**config.mk**
```make
export PLATFORM = sky130hd
export DESIGN_NAME = digit_entry_editor_flat
export DESIGN_NICKNAME = d
export VERILOG_FILES = /design/src/rtl/digit_entry_editor_pkg.sv /design/src/rtl/digit_entry_editor_if.sv /design/src/rtl/digit_entry_editor_btn_conditioner.sv /design/src/rtl/digit_entry_editor.sv /design/src/flat_wrapper.sv
export SDC_FILE = /design/constraint.sdc
export NUM_CORES = 1
export LEC_CHECK = 0
export ABC_CLOCK_PERIOD_IN_PS = 3400
export CAP_MARGIN = 20
export CORE_MARGIN = 8
export CORE_UTILIZATION = 30
export CTS_CLUSTER_SIZE = 25
export DETAILED_ROUTE_END_ITERATION = 12
export PLACE_DENSITY = 0.52
export SYNTH_ARGS = -nofsm -noshare
export SYNTH_HDL_FRONTEND = slang
export SYNTH_SLANG_ARGS = --single-unit
```
**constraint.sdc**
```tcl
create_clock -name clk -period 3.4 [get_ports clk]
set_clock_uncertainty 0.05 [all_clocks]
set_input_delay 0.68 -clock clk [delete_from_list [all_inputs] [get_ports clk]]
set_output_delay 0.68 -clock clk [all_outputs]
set_load 0.02 [all_outputs]
```
**src/rtl/digit_entry_editor_pkg.sv**
```systemverilog
// Shared types and constants for the 4-digit entry editor.
// Digit codes, packed word layout, FSM encoding and digit stepping.
package digit_entry_pkg;

  localparam int DIGIT_W    = 5;
  localparam int NUM_DIGITS = 4;
  localparam int WORD_W     = DIGIT_W * NUM_DIGITS;
  localparam int CURSOR_W   = 2;
  localparam int NUM_BTN    = 5;

  localparam logic [DIGIT_W-1:0] BLANK_CODE = 5'b10001;

  // Button bit positions, highest index = highest priority
  localparam int B_ENT = 4;
  localparam int B_UP  = 3;
  localparam int B_DN  = 2;
  localparam int B_LF  = 1;
  localparam int B_RT  = 0;

  typedef enum logic [1:0] {
    IDLE   = 2'd0,
    EDIT   = 2'd1,
    COMMIT = 2'd2
  } state_e;

  typedef logic [DIGIT_W-1:0]  digit_t;
  typedef logic [WORD_W-1:0]   word_t;
  typedef logic [CURSOR_W-1:0] cursor_t;

  function automatic digit_t digit_step(
    input digit_t d,
    input logic   dn,
    input digit_t max
  );
    digit_t r;
    if (dn) r = (d == '0 || d > max) ? max : d - 1'b1;
    else    r = (d >= max) ? '0 : d + 1'b1;
    return r;
  endfunction

  // Cursor 0 is the leftmost digit, i.e. the most significant field
  function automatic logic [4:0] digit_lsb(input cursor_t c);
    return 5'((NUM_DIGITS - 1 - int'(c)) * DIGIT_W);
  endfunction

endpackage

```
**src/rtl/digit_entry_editor_if.sv**
```systemverilog
// Button inputs and display/commit outputs of the digit entry editor.
// master drives buttons, slave is the editor.
interface digit_entry_editor_if;
  import digit_entry_pkg::*;

  logic    btn_left;
  logic    btn_right;
  logic    btn_up;
  logic    btn_down;
  logic    btn_enter;
  word_t   disps;
  cursor_t blink;
  logic    edit_active;
  logic    commit_valid;
  word_t   value;

  modport master (
    output btn_left, btn_right, btn_up, btn_down, btn_enter,
    input  disps, blink, edit_active, commit_valid, value
  );

  modport slave (
    input  btn_left, btn_right, btn_up, btn_down, btn_enter,
    output disps, blink, edit_active, commit_valid, value
  );
endinterface

```
**src/rtl/digit_entry_editor_btn_conditioner.sv**
```systemverilog
// Raw button -> 2-FF sync -> debounce counter -> rising-edge pulse.
// Level changes after DEBOUNCE_CYCLES consecutive differing samples.
module btn_conditioner #(
  parameter int DEBOUNCE_CYCLES = 50000
) (
  input  logic clk,
  input  logic reset,
  input  logic btn_raw,
  output logic level,
  output logic pulse
);

  localparam int CW = $clog2(DEBOUNCE_CYCLES + 1);

  logic [1:0]    sync_q, sync_d;
  logic [CW-1:0] cnt_q, cnt_d;
  logic          level_q, level_d;
  logic          pulse_q, pulse_d;

  always_comb begin
    sync_d  = {sync_q[0], btn_raw};
    cnt_d   = '0;
    level_d = level_q;
    if (sync_q[1] != level_q) begin
      if (cnt_q == CW'(DEBOUNCE_CYCLES - 1)) level_d = sync_q[1];
      else cnt_d = cnt_q + 1'b1;
    end
    pulse_d = level_d & ~level_q;
  end

  always_ff @(posedge clk) begin
    if (reset) begin
      sync_q  <= '0;
      cnt_q   <= '0;
      level_q <= 1'b0;
      pulse_q <= 1'b0;
    end else begin
      sync_q  <= sync_d;
      cnt_q   <= cnt_d;
      level_q <= level_d;
      pulse_q <= pulse_d;
    end
  end

  assign level = level_q;
  assign pulse = pulse_q;

endmodule

```
**src/rtl/digit_entry_editor.sv**
```systemverilog
// Button-driven editor for a 4-digit 7-segment display value.
// Optional auto-repeat of up/down: DIGIT_ENTRY_AUTO_REPEAT_EN.
module digit_entry_editor
  import digit_entry_pkg::*;
#(
  parameter int DEBOUNCE_CYCLES = 50000,
  parameter int MAX_DIGIT       = 9,
  parameter int REPEAT_DELAY    = 25000000,
  parameter int REPEAT_PERIOD   = 5000000
) (
  input logic                 clk,
  input logic                 reset,
  digit_entry_editor_if.slave bus
);

  localparam digit_t MAXD = digit_t'(MAX_DIGIT);

  if (MAX_DIGIT < 1 || MAX_DIGIT > 15 ||
      MAX_DIGIT >= int'(BLANK_CODE) ||
      REPEAT_PERIOD < 1 || REPEAT_DELAY < REPEAT_PERIOD) begin : g_bad_cfg
    $error("digit_entry_editor: illegal parameter set");
  end

  logic [NUM_BTN-1:0] raw, lvl, pls, act;

  assign raw = {bus.btn_enter, bus.btn_up, bus.btn_down,
                bus.btn_left, bus.btn_right};

  for (genvar i = 0; i < NUM_BTN; i++) begin : g_btn
    btn_conditioner #(
      .DEBOUNCE_CYCLES(DEBOUNCE_CYCLES)
    ) u_cond (
      .clk    (clk),
      .reset  (reset),
      .btn_raw(raw[i]),
      .level  (lvl[i]),
      .pulse  (pls[i])
    );
  end

  assign act = pls & lvl;

  state_e  state_q, state_d;
  word_t   working_q, working_d;
  word_t   value_q, value_d;
  word_t   disps_q, disps_d;
  cursor_t cursor_q, cursor_d;
  cursor_t blink_q, blink_d;

  logic syn_up, syn_dn;

`ifdef DIGIT_ENTRY_AUTO_REPEAT_EN
  localparam int RW = $clog2(REPEAT_DELAY + 1);

  logic          rpt_on_q, rpt_on_d;
  logic          rpt_dn_q, rpt_dn_d;
  logic [RW-1:0] rpt_cnt_q, rpt_cnt_d;
  logic          hold_ok;

  // Repeat runs only while the pressed direction is the sole held button
  always_comb begin
    rpt_on_d  = rpt_on_q;
    rpt_dn_d  = rpt_dn_q;
    rpt_cnt_d = rpt_cnt_q;
    syn_up    = 1'b0;
    syn_dn    = 1'b0;
    hold_ok   = rpt_dn_q ? (lvl == NUM_BTN'(1 << B_DN))
                         : (lvl == NUM_BTN'(1 << B_UP));
    if (state_q != EDIT) begin
      rpt_on_d  = 1'b0;
      rpt_cnt_d = '0;
    end else if (|act) begin
      rpt_on_d  = (act == NUM_BTN'(1 << B_UP)) ||
                  (act == NUM_BTN'(1 << B_DN));
      rpt_dn_d  = act[B_DN];
      rpt_cnt_d = '0;
    end else if (rpt_on_q && hold_ok) begin
      if (rpt_cnt_q == RW'(REPEAT_DELAY - 1)) begin
        syn_up    = ~rpt_dn_q;
        syn_dn    = rpt_dn_q;
        rpt_cnt_d = RW'(REPEAT_DELAY - REPEAT_PERIOD);
      end else begin
        rpt_cnt_d = rpt_cnt_q + 1'b1;
      end
    end else begin
      rpt_on_d  = 1'b0;
      rpt_cnt_d = '0;
    end
  end

  always_ff @(posedge clk) begin
    if (reset) begin
      rpt_on_q  <= 1'b0;
      rpt_dn_q  <= 1'b0;
      rpt_cnt_q <= '0;
    end else begin
      rpt_on_q  <= rpt_on_d;
      rpt_dn_q  <= rpt_dn_d;
      rpt_cnt_q <= rpt_cnt_d;
    end
  end
`else
  assign syn_up = 1'b0;
  assign syn_dn = 1'b0;
`endif

  logic       do_up, do_dn;
  logic       sel_ent, sel_up, sel_dn, sel_lf, sel_rt;
  logic [4:0] cur_lsb;
  digit_t     cur_digit;

  assign do_up   = act[B_UP] | syn_up;
  assign do_dn   = act[B_DN] | syn_dn;
  assign sel_ent = act[B_ENT];
  assign sel_up  = do_up & ~sel_ent;
  assign sel_dn  = do_dn & ~sel_ent & ~do_up;
  assign sel_lf  = act[B_LF] & ~sel_ent & ~do_up & ~do_dn;
  assign sel_rt  = act[B_RT] & ~sel_ent & ~do_up & ~do_dn & ~act[B_LF];

  assign cur_lsb   = digit_lsb(cursor_q);
  assign cur_digit = working_q[cur_lsb +: DIGIT_W];

  always_comb begin
    state_d   = state_q;
    working_d = working_q;
    cursor_d  = cursor_q;
    value_d   = value_q;
    unique case (state_q)
      IDLE: begin
        if (sel_ent) begin
          state_d   = EDIT;
          working_d = value_q;
          cursor_d  = '0;
        end
      end
      EDIT: begin
        unique case (1'b1)
          sel_ent: state_d = COMMIT;
          sel_up:
            working_d[cur_lsb +: DIGIT_W] = digit_step(cur_digit, 1'b0, MAXD);
          sel_dn:
            working_d[cur_lsb +: DIGIT_W] = digit_step(cur_digit, 1'b1, MAXD);
          sel_lf:  cursor_d = cursor_q - 1'b1;
          sel_rt:  cursor_d = cursor_q + 1'b1;
          default: ;
        endcase
      end
      COMMIT: begin
        value_d = working_q;
        state_d = IDLE;
      end
      default: state_d = IDLE;
    endcase
    disps_d = (state_d == IDLE) ? value_d : working_d;
    blink_d = (state_d == EDIT) ? cursor_d : '0;
  end

  always_ff @(posedge clk) begin
    if (reset) begin
      state_q   <= IDLE;
      working_q <= '0;
      cursor_q  <= '0;
      value_q   <= '0;
      disps_q   <= '0;
      blink_q   <= '0;
    end else begin
      state_q   <= state_d;
      working_q <= working_d;
      cursor_q  <= cursor_d;
      value_q   <= value_d;
      disps_q   <= disps_d;
      blink_q   <= blink_d;
    end
  end

  assign bus.disps        = disps_q;
  assign bus.blink        = blink_q;
  assign bus.edit_active  = (state_q == EDIT);
  assign bus.commit_valid = (state_q == COMMIT);
  assign bus.value        = value_q;

endmodule
```
**src/flat_wrapper.sv**
```systemverilog
// flat-port wrapper written by rule: the top's interface ports become plain ports
module digit_entry_editor_flat import digit_entry_pkg::*;
#(
  parameter int DEBOUNCE_CYCLES = 50000,
  parameter int MAX_DIGIT       = 9,
  parameter int REPEAT_DELAY    = 25000000,
  parameter int REPEAT_PERIOD   = 5000000
)
  (clk, reset, bus_btn_left, bus_btn_right, bus_btn_up, bus_btn_down, bus_btn_enter, bus_disps, bus_blink, bus_edit_active, bus_commit_valid, bus_value);
  digit_entry_editor_if bus_i ();
  input logic clk;
  input logic reset;
  input wire logic [$bits(bus_i.btn_left)-1:0] bus_btn_left;
  input wire logic [$bits(bus_i.btn_right)-1:0] bus_btn_right;
  input wire logic [$bits(bus_i.btn_up)-1:0] bus_btn_up;
  input wire logic [$bits(bus_i.btn_down)-1:0] bus_btn_down;
  input wire logic [$bits(bus_i.btn_enter)-1:0] bus_btn_enter;
  output wire logic [$bits(bus_i.disps)-1:0] bus_disps;
  output wire logic [$bits(bus_i.blink)-1:0] bus_blink;
  output wire logic [$bits(bus_i.edit_active)-1:0] bus_edit_active;
  output wire logic [$bits(bus_i.commit_valid)-1:0] bus_commit_valid;
  output wire logic [$bits(bus_i.value)-1:0] bus_value;
  assign bus_i.btn_left = bus_btn_left;
  assign bus_i.btn_right = bus_btn_right;
  assign bus_i.btn_up = bus_btn_up;
  assign bus_i.btn_down = bus_btn_down;
  assign bus_i.btn_enter = bus_btn_enter;
  assign bus_disps = bus_i.disps;
  assign bus_blink = bus_i.blink;
  assign bus_edit_active = bus_i.edit_active;
  assign bus_commit_valid = bus_i.commit_valid;
  assign bus_value = bus_i.value;
  digit_entry_editor #(.DEBOUNCE_CYCLES(DEBOUNCE_CYCLES), .MAX_DIGIT(MAX_DIGIT), .REPEAT_DELAY(REPEAT_DELAY), .REPEAT_PERIOD(REPEAT_PERIOD)) u_core (.clk(clk), .reset(reset), .bus(bus_i));
endmodule
```
==> results of run 1 <==
-- worst max path at each step --
stage | slack, ns | start | cells after the start | to
3_5_place_dp | -0.09 | u_core.cursor_q[0]$_SDFF_PP0_ | 11 | u_core.bus.disps[12]$_SDFF_PP0_
3_3_place_gp | -0.05 | u_core.cursor_q[0]$_SDFF_PP0_ | 11 | u_core.bus.disps[12]$_SDFF_PP0_
5_1_grt | -0.002 | u_core.cursor_q[1]$_SDFF_PP0_ | 7 | u_core.bus.disps[6]$_SDFF_PP0_
2_1_floorplan | 0.11 | u_core.cursor_q[0]$_SDFF_PP0_ | 12 | u_core.bus.disps[12]$_SDFF_PP0_
4_1_cts | 0.03 | u_core.cursor_q[0]$_SDFF_PP0_ | 10 | u_core.bus.disps[2]$_SDFF_PP0_
6_report | 0.13 | u_core.cursor_q[0]$_SDFF_PP0_ | 11 | u_core.bus.disps[7]$_SDFF_PP0_
-- flip-flops by register name, summed over array words and instances, names as in the netlist --
register                    count
u_core.g_btn.u_cond.cnt_q      80
u_core.bus.disps               20
u_core.bus.value               20
u_core.working_q               20
u_core.g_btn.u_cond.sync_q     10
u_core.g_btn.u_cond.level       5
u_core.g_btn.u_cond.pulse       5
u_core.bus.blink                2
u_core.cursor_q                 2
u_core.state_q                  2
-- power by group through the flow --
stage / Sequential, uW / Clock, uW / Combinational (uW)
after floorplan: 2000 / 0 / 28.8
after global placement: 2000 / 0 / 45.5
after detailed placement: 2000 / 0 / 45.8
after CTS: 1950 / 2210 / 46.0
after global routing: 1950 / 2300 / 50.4
final: 1950 / 2160 / 45.0
-- layer usage --
layer | global-route usage | part of all wire | up-vias
met1 | 0.2138 | 0.45 | 3684
li1 | - | - | 3821
met2 | 0.2588 | 0.44 | 266
met4 | 0.06454 | 0.036 | 0
met3 | 0.04348 | 0.072 | 61
met5 | 0 | 0 | -
-- area by class of cell --
type	count	area [um2]	area share
clock buffer	17	425.4	0.04069
multi-input combinational	788	4855	0.4644
inverter	23	86.33	0.008259
tap	378	473.0	0.04524
timing repair buffer	123	1059	0.1013
sequential	166	3324	0.3180
clock inverter	15	231.5	0.02214
-- logic make-up after synthesis --
family	after synthesis
flip-flops	166
AO/OA/AOI/OAI	193
buffers and inverters	77
multiplexers	34
adder cells (fa/ha/maj)	14
AND/OR/NAND/NOR	468
XOR/XNOR	79
-- worst reg2reg max path, cell delays in order, from the launching register on --
cell and delay (ns):
sky130_fd_sc_hd__dfxtp_2 0.40, sky130_fd_sc_hd__mux4_2 0.54, sky130_fd_sc_hd__inv_1 0.12, sky130_fd_sc_hd__ha_1 0.18, sky130_fd_sc_hd__or3b_2 0.46, sky130_fd_sc_hd__and4_1 0.27
sky130_fd_sc_hd__buf_4 0.19, sky130_fd_sc_hd__nand4_1 0.09, sky130_fd_sc_hd__o211ai_1 0.11, sky130_fd_sc_hd__a221oi_1 0.48, sky130_fd_sc_hd__buf_4 0.20, sky130_fd_sc_hd__a21oi_1 0.06
-- per-stage QoR --
stage / power (uW) / TNS (ns) / hold slack, ns
4_1_cts: 4212 / 0 / 0.4060
3_3_place_gp: 2045 / -0.06067 / 0.3737
2_1_floorplan: 2027 / 0 / 0.3638
6_report: 4155 / 0 / 0.3955
5_1_grt: 4301 / -0.001541 / 0.4180
3_5_place_dp: 2045 / -0.08845 / 0.3786
-- cell usage after synthesis (all sizes together), types with 3 or more instances --
cell	instances
o2111ai	3
inv	21
ha	14
o211ai	8
a2bb2oi	3
buf	7
and3	23
mux2i	25
dfxtp	166
nor4bb	3
o22ai	16
a21oi	44
nand2	106
and2	10
a31o	4
nor4	4
o31ai	3
nand2b	10
a31oi	18
clkbuf	47
mux4	5
nand4	29
o32ai	3
xor2	41
nor2b	14
mux2	4
nand3	48
xnor2	38
a211oi	15
nor4b	5
or3	4
nor2	174
o22a	3
a21o	4
nor3	23
a22oi	11
a221oi	7
a2111oi	4
o21ai	28
o21a	3
==> impl_table.tex, run 1 <==
\begin{tabular}{lr}
\hline
Metric & Value \\
\hline
\multicolumn{2}{l}{\textbf{Finish}} \\
Final cell count without fillers & 1510 \\
Number of antenna repair diodes & 0 \\
Fill cell instance count of the final layout & 2903 \\
NumNets Final & 1140 \\
Post-route cell area & 10450 um2 \\
Most frequent standard cell in the layout excluding fill and tap cells & sky130\_fd\_sc\_hd\_\_nor2\_1 \\
Final Util & 0.3763 \\
Most used cells in the layout excluding fill and tap cells & sky130\_fd\_sc\_hd\_\_nor2\_1, sky130\_fd\_sc\_hd\_\_dfxtp\_1, sky130\_fd\_sc\_hd\_\_nand2\_1, sky130\_fd\_sc\_hd\_\_buf\_4, sky130\_fd\_sc\_hd\_\_clkdlybuf4s50\_1 \\
Ratio of cells with drive above 1 in the final layout & 0.1184 \\
Growth of design area from synthesis to finish & 23.81\% \\
\multicolumn{2}{l}{\textbf{Clock tree}} \\
Cts bufs inserted & 17 \\
Buffer type at the clock tree root & sky130\_fd\_sc\_hd\_\_clkbuf\_16 \\
Post-CTS setup-driven buffer insertion count & 0 \\
Clk\_lat worst skew & 0.44 ns \\
Cts-stage hold buffer count & 0 \\
Depth of the CTS H-tree & 4 \\
Clock sink count & 166 \\
Count of instances resized after the clock tree is built & 3 \\
CTS clock-pin slew for the worst setup and hold paths & 0.08 ns \\
Bufs on Longest Clock Path & 2 \\
Clock tree from TritonCTS & yes \\
\multicolumn{2}{l}{\textbf{Power and ir drop}} \\
Design internal power & 3173 uW \\
Power per unit of standard cell area & 397.5 nW/um2 \\
Net switching power figure & 982.1 uW \\
LEAKAGE & 0.003650 uW \\
Combinational share of power & 0.011 \\
Part of the power in registers & 0.470 \\
Worst ir drop on vdd & 310.9 uV \\
Relative contribution of the clock network to total power & 0.519 \\
Switching share of power & 0.2363 \\
\multicolumn{2}{l}{\textbf{Logic synthesis}} \\
Cells after synthesis & 1031 \\
Number of synthesized register bits & 166 \\
Count of unique library cells instantiated by Yosys & 71 \\
Count of flip-flops with a built-in enable after synthesis & 0 \\
Net count of the mapped netlist & 1052 \\
Warnings, synthesis & 0 \\
Post-synthesis instance area & 8443 um2 \\
Top-area cell type share of the netlist area & 0.3936 \\
Mux share of post-synthesis cell area & 0.04876 \\
Main combinational cell family by area after synthesis & simple AND/OR/NAND/NOR gates \\
Share of synthesized area occupied by flip-flops and latches & 0.3936 \\
Main area contributors after synthesis & sky130\_fd\_sc\_hd\_\_dfxtp\_1, sky130\_fd\_sc\_hd\_\_nor2\_1, sky130\_fd\_sc\_hd\_\_nand2\_1 \\
Xor and xnor area share after synthesis & 0.08195 \\
Post-Synth Simple-Gate Area & 0.2622 \\
Post-synthesis compound-gate area fraction & 0.1559 \\
Synth async-reset ratio & 0 \\
Mean Syn Cell Area & 8.189 um2 \\
Leading area contributor after synthesis & sky130\_fd\_sc\_hd\_\_dfxtp\_1 \\
Adder-Cell Fraction of Synth Area & 0.02075 \\
Dominant synthesized flop cell & sky130\_fd\_sc\_hd\_\_dfxtp\_1 \\
\multicolumn{2}{l}{\textbf{Placement}} \\
RD Place Congestion & 1.031 \\
Post-place setup slack & -0.08845 ns \\
Post-Place Cell Area & 9749 um2 \\
Number of input and output port buffers inserted & 50 \\
Number of placed cells counting well taps & 1478 \\
Half-perimeter wire length after detailed placement & 20270 um \\
\multicolumn{2}{l}{\textbf{STA}} \\
Upper clock frequency limit & 0.3059 GHz \\
RSZ-0062 raised after global routing & true \\
Part of the cycle the worst path needs & 0.9613 \\
Slew at the pin closest to its max-slew limit & 0.7097 ns \\
Post-layout min period & 3.269 ns \\
Final Worst Setup Slack & 0.1315 ns \\
Max-Slew Margin vs Limit & 0.5225 \\
Final max-slew violation count & 0 \\
Setup violators final & 0 \\
Hold Vio Cnt, Final & 0 \\
\multicolumn{2}{l}{\textbf{Worst setup path}} \\
Buffers \& Inverters on Critical Path & 3 \\
Largest fanout on the critical path & 6 \\
Crit Path Category & flip-flop to flip-flop \\
Required time at the endpoint of the critical path & 3.67 ns \\
Worst setup EP type & flip-flop \\
Top cell by count, worst path & sky130\_fd\_sc\_hd\_\_buf\_4 \\
Worst Path Arrival & 3.54 ns \\
Sort of element at the start of the critical path & flip-flop \\
Cell-by-cell trace of the critical path & mux4\_2 > inv\_1 > ha\_1 > or3b\_2 > and4\_1 > buf\_4 > nand4\_1 > o211ai\_1 > a221oi\_1 > buf\_4 > a21oi\_1 \\
Slowest CP cell & sky130\_fd\_sc\_hd\_\_mux4\_2 \\
Worst reg2reg path depth & 11 \\
Reg2reg setup slack & 0.13 ns \\
Startpoint of the most critical register-to-register path & u\_core.cursor\_q[0]\$\_SDFF\_PP0\_ \\
Largest stage delay on the critical path & 0.54 ns \\
Family of cells with the greatest summed delay on the critical path & simple AND/OR/NAND/NOR gates \\
Reg2reg end & u\_core.bus.disps[7]\$\_SDFF\_PP0\_ \\
\multicolumn{2}{l}{\textbf{Worst hold path}} \\
Start point of the worst min-delay path & u\_core.g\_btn[4].u\_cond.sync\_q[0]\$\_SDFF\_PP0\_ \\
Worst hold path type & flip-flop to flip-flop \\
Hold EP & u\_core.g\_btn[4].u\_cond.sync\_q[1]\$\_SDFF\_PP0\_ \\
Number of cells on the worst hold path & 1 \\
\multicolumn{2}{l}{\textbf{Die}} \\
Number of placement rows & 61 \\
Die span in x & 183.8 um \\
Area of the die & 33770 um2 \\
Area of the core & 27780 um2 \\
Io pins & 51 \\
Effective utilization at floorplan & 0.3039 \\
DIE HEIGHT & 183.8 um \\
\multicolumn{2}{l}{\textbf{Flow run}} \\
Maximum Capacitance Violations & 0 \\
\multicolumn{2}{l}{\textbf{Drt}} \\
Via count & 7832 \\
Number of DRC violations after detailed routing & 0 \\
Violation count after the first detailed-routing iteration & 560 \\
Final antenna-violating net count & 0 \\
Post-detailed-route wirelength per cell & 18.35 um \\
Total iterations of the first detailed-routing run & 6 \\
Vias per inst & 5.187 \\
Total routed wirelength & 27710 um \\
\multicolumn{2}{l}{\textbf{GRT}} \\
Global-route wire length before repair & 43830 um \\
Total track usage & 0.1651 \\
Via count of the first global-routing pass & 7609 \\
Number of antenna violations at the first check in global routing & 1 \\
Maximum number of pins on one net before global-route repair & 61 \\
Overflow left after global routing & 0 \\
\multicolumn{2}{l}{\textbf{Status}} \\
Run status & completed \\
\hline
\end{tabular}
Power figures use the tool's default switching activity.
==> run 2, diff against run 1 <==
--- a/config.mk
+++ b/config.mk
@@ -11,6 +11,7 @@
 export CORE_UTILIZATION = 30
 export CTS_CLUSTER_SIZE = 25
 export DETAILED_ROUTE_END_ITERATION = 12
+export GPL_TIMING_DRIVEN = 0
 export PLACE_DENSITY = 0.52
 export SYNTH_ARGS = -nofsm -noshare
 export SYNTH_HDL_FRONTEND = slang
==> impl_table.tex, run 2 (synthesis results as in run 1) <==
\begin{tabular}{lr}
\hline
Metric & Value \\
\hline
\multicolumn{2}{l}{\textbf{Placement}} \\
Number of input and output port buffers inserted & 49 \\
Post-place setup slack & -1.005 ns \\
Half-perimeter wire length after detailed placement & 20750 um \\
Post-Place Cell Area & 9407 um2 \\
RD Place Congestion & 0.9743 \\
Number of placed cells counting well taps & 1458 \\
\multicolumn{2}{l}{\textbf{Finish}} \\
Fill cell instance count of the final layout & 2937 \\
Most frequent standard cell in the layout excluding fill and tap cells & sky130\_fd\_sc\_hd\_\_nor2\_1 \\
Final cell count without fillers & 1504 \\
Post-route cell area & 10420 um2 \\
Register with the most flip-flops & u\_core.g\_btn.u\_cond.cnt\_q \\
NumNets Final & 1134 \\
Seq. cell area & 3331 um2 \\
Growth of design area from synthesis to finish & 23.43\% \\
Most used cells in the layout excluding fill and tap cells & sky130\_fd\_sc\_hd\_\_nor2\_1, sky130\_fd\_sc\_hd\_\_dfxtp\_1, sky130\_fd\_sc\_hd\_\_nand2\_1, sky130\_fd\_sc\_hd\_\_clkdlybuf4s50\_1, sky130\_fd\_sc\_hd\_\_nand3\_1 \\
Flip-flop count of the largest register, all copies and words added & 80 \\
Ratio of cells with drive above 1 in the final layout & 0.1039 \\
Number of antenna repair diodes & 0 \\
Multi-input combinational cell area & 5066 um2 \\
\multicolumn{2}{l}{\textbf{Clock tree}} \\
CTS clock-pin slew for the worst setup and hold paths & 0.07 ns \\
Depth of the CTS H-tree & 4 \\
Cts bufs inserted & 17 \\
Cts-stage hold buffer count & 0 \\
Clk\_lat worst skew & 0.44 ns \\
Bufs on Longest Clock Path & 2 \\
Buffer type at the clock tree root & sky130\_fd\_sc\_hd\_\_clkbuf\_16 \\
Clock sink count & 166 \\
Clock tree from TritonCTS & yes \\
\multicolumn{2}{l}{\textbf{Worst setup path}} \\
Slowest CP cell & sky130\_fd\_sc\_hd\_\_mux4\_2 \\
Largest stage delay on the critical path & 0.58 ns \\
Crit Path Category & flip-flop to flip-flop \\
Startpoint of the most critical register-to-register path & u\_core.cursor\_q[0]\$\_SDFF\_PP0\_ \\
Sort of element at the start of the critical path & flip-flop \\
Worst Path Arrival & 3.67 ns \\
Worst setup EP type & flip-flop \\
Largest fanout on the critical path & 10 \\
Top cell by count, worst path & sky130\_fd\_sc\_hd\_\_buf\_8 \\
Cell-by-cell trace of the critical path & buf\_8 > mux4\_2 > buf\_8 > clkinvlp\_4 > ha\_2 > or3b\_4 > and4\_1 > buf\_6 > a32oi\_4 > o311ai\_1 > a2bb2oi\_2 > a21oi\_1 \\
Buffers \& Inverters on Critical Path & 4 \\
Required time at the endpoint of the critical path & 3.64 ns \\
Critical Path Source & u\_core.cursor\_q[0]\$\_SDFF\_PP0\_ \\
Family of cells with the greatest summed delay on the critical path & compound AO/OA/AOI/OAI gates \\
\multicolumn{2}{l}{\textbf{GRT}} \\
Total track usage & 0.1674 \\
Global-route wire length before repair & 44390 um \\
Global-route track usage on met3 & 0.04249 \\
Via count of the first global-routing pass & 7709 \\
Overflow left after global routing & 0 \\
Met2 layer usage reported by global route & 0.2615 \\
Global-route met1 utilization & 0.2169 \\
Busiest grt layer & met2 \\
Number of antenna violations at the first check in global routing & 1 \\
Maximum number of pins on one net before global-route repair & 17 \\
\multicolumn{2}{l}{\textbf{Status}} \\
Run status & finished with violations \\
Violations in the final reports & negative setup slack \\
\multicolumn{2}{l}{\textbf{Die}} \\
DIE HEIGHT & 183.8 um \\
Area of the core & 27780 um2 \\
Die span in x & 183.8 um \\
Number of placement rows & 61 \\
Io pins & 51 \\
Effective utilization at floorplan & 0.3039 \\
Area of the die & 33770 um2 \\
\multicolumn{2}{l}{\textbf{Drt}} \\
Violation count after the first detailed-routing iteration & 670 \\
Vias per inst & 5.316 \\
Via count & 7996 \\
Final antenna-violating net count & 0 \\
Post-detailed-route wirelength per cell & 18.92 um \\
Total iterations of the first detailed-routing run & 7 \\
Total routed wirelength & 28460 um \\
Number of DRC violations after detailed routing & 0 \\
\multicolumn{2}{l}{\textbf{Power and ir drop}} \\
LEAKAGE & 0.003438 uW \\
Worst ir drop on vdd & 308.0 uV \\
Power per unit of standard cell area & 379.7 nW/um2 \\
\multicolumn{2}{l}{\textbf{STA}} \\
Final max-slew violation count & 0 \\
Hold slack & 0.3817 ns \\
Max-Slew Margin vs Limit & 0.4702 \\
Upper clock frequency limit & 0.2914 GHz \\
Setup violators final & 5 \\
Part of the cycle the worst path needs & 1.009 \\
Final total negative setup slack & -0.07608 ns \\
Post-layout min period & 3.432 ns \\
Slew at the pin closest to its max-slew limit & 0.7946 ns \\
RSZ-0062 raised after global routing & true \\
Final Worst Setup Slack & -0.03172 ns \\
Hold Vio Cnt, Final & 0 \\
\multicolumn{2}{l}{\textbf{Flow run}} \\
Maximum Capacitance Violations & 0 \\
\multicolumn{2}{l}{\textbf{Worst hold path}} \\
Start point of the worst min-delay path & u\_core.g\_btn[3].u\_cond.sync\_q[0]\$\_SDFF\_PP0\_ \\
Worst hold path type & flip-flop to flip-flop \\
\hline
\end{tabular}
==> run 2: cell count changes in the layout (fill, tap and decap cells not counted), sizes merged <==
cell / previous run / this run
clkinvlp: 0 / 2
clkbuf: 17 / 66
inv: 28 / 26
buf: 74 / 21
bufinv: 3 / 1
==> run 2: worst register-to-register path: stages, from the launching register on <==
cell and delay (ns):
sky130_fd_sc_hd__dfxtp_4 0.39, sky130_fd_sc_hd__buf_8 0.14, sky130_fd_sc_hd__mux4_2 0.59, sky130_fd_sc_hd__buf_8 0.17
sky130_fd_sc_hd__clkinvlp_4 0.08, sky130_fd_sc_hd__ha_2 0.18, sky130_fd_sc_hd__or3b_4 0.41, sky130_fd_sc_hd__and4_1 0.20
sky130_fd_sc_hd__buf_6 0.15, sky130_fd_sc_hd__a32oi_4 0.38, sky130_fd_sc_hd__o311ai_1 0.22, sky130_fd_sc_hd__a2bb2oi_2 0.26
sky130_fd_sc_hd__a21oi_1 0.10
==> run 2: worst paths after layout <==
path,cells past startpoint,endpoint,slack (ns)
max reg2reg,12,u_core.bus.disps[2]$_SDFF_PP0_,-0.03
min,1,u_core.g_btn[3].u_cond.sync_q[1]$_SDFF_PP0_,0.38
min reg2reg,1,u_core.g_btn[3].u_cond.sync_q[1]$_SDFF_PP0_,0.38
max,12,u_core.bus.disps[2]$_SDFF_PP0_,-0.03
==> run 2: cell type report <==
type | instances | area share
Multi-Input combinational cell | 788 | 0.4861
Sequential cell | 166 | 0.3196
Timing Repair Buffer | 64 | 0.06111
Tap cell | 378 | 0.04538
Clock buffer | 19 | 0.04250
Buffer | 53 | 0.02353
Clock inverter | 13 | 0.01309
Inverter | 23 | 0.008645
==> run 2: timing repair <==
item / in CTS / in global routing
gates resized for setup: 40 / 29
pin swaps: 10 / 16
cloned: 0 / 1
setup endpoints to repair: 41 / 31
setup buffers: 9 / 5
==> run 2: report_power, final <==
group          internal [uW]  total, uW  leakage (uW)  switching (uW)
Clock                   1050       1950      0.000284             899
Sequential              1950       1950       0.00134            3.98
Combinational           15.3       53.4       0.00181            38.1
Total                   3020       3960       0.00344             941
==> run 2: metrics by stage <==
| step | total power (uW) | util |
|---|---|---|
| final | 3957 | 0.3751 |
| after global routing | 4075 | 0.3751 |
| after CTS | 3993 | 0.3675 |
| after detailed placement | 2052 | 0.3386 |
| after global placement | 2052 | 0.3386 |
| after floorplan | 2027 | - |
==> run 2: metal layers <==
metal  part of all wire  wire (um)
met1               0.45      12810
met2               0.45      12700
met3              0.069       1969
met4              0.034        976
met5                  0          0
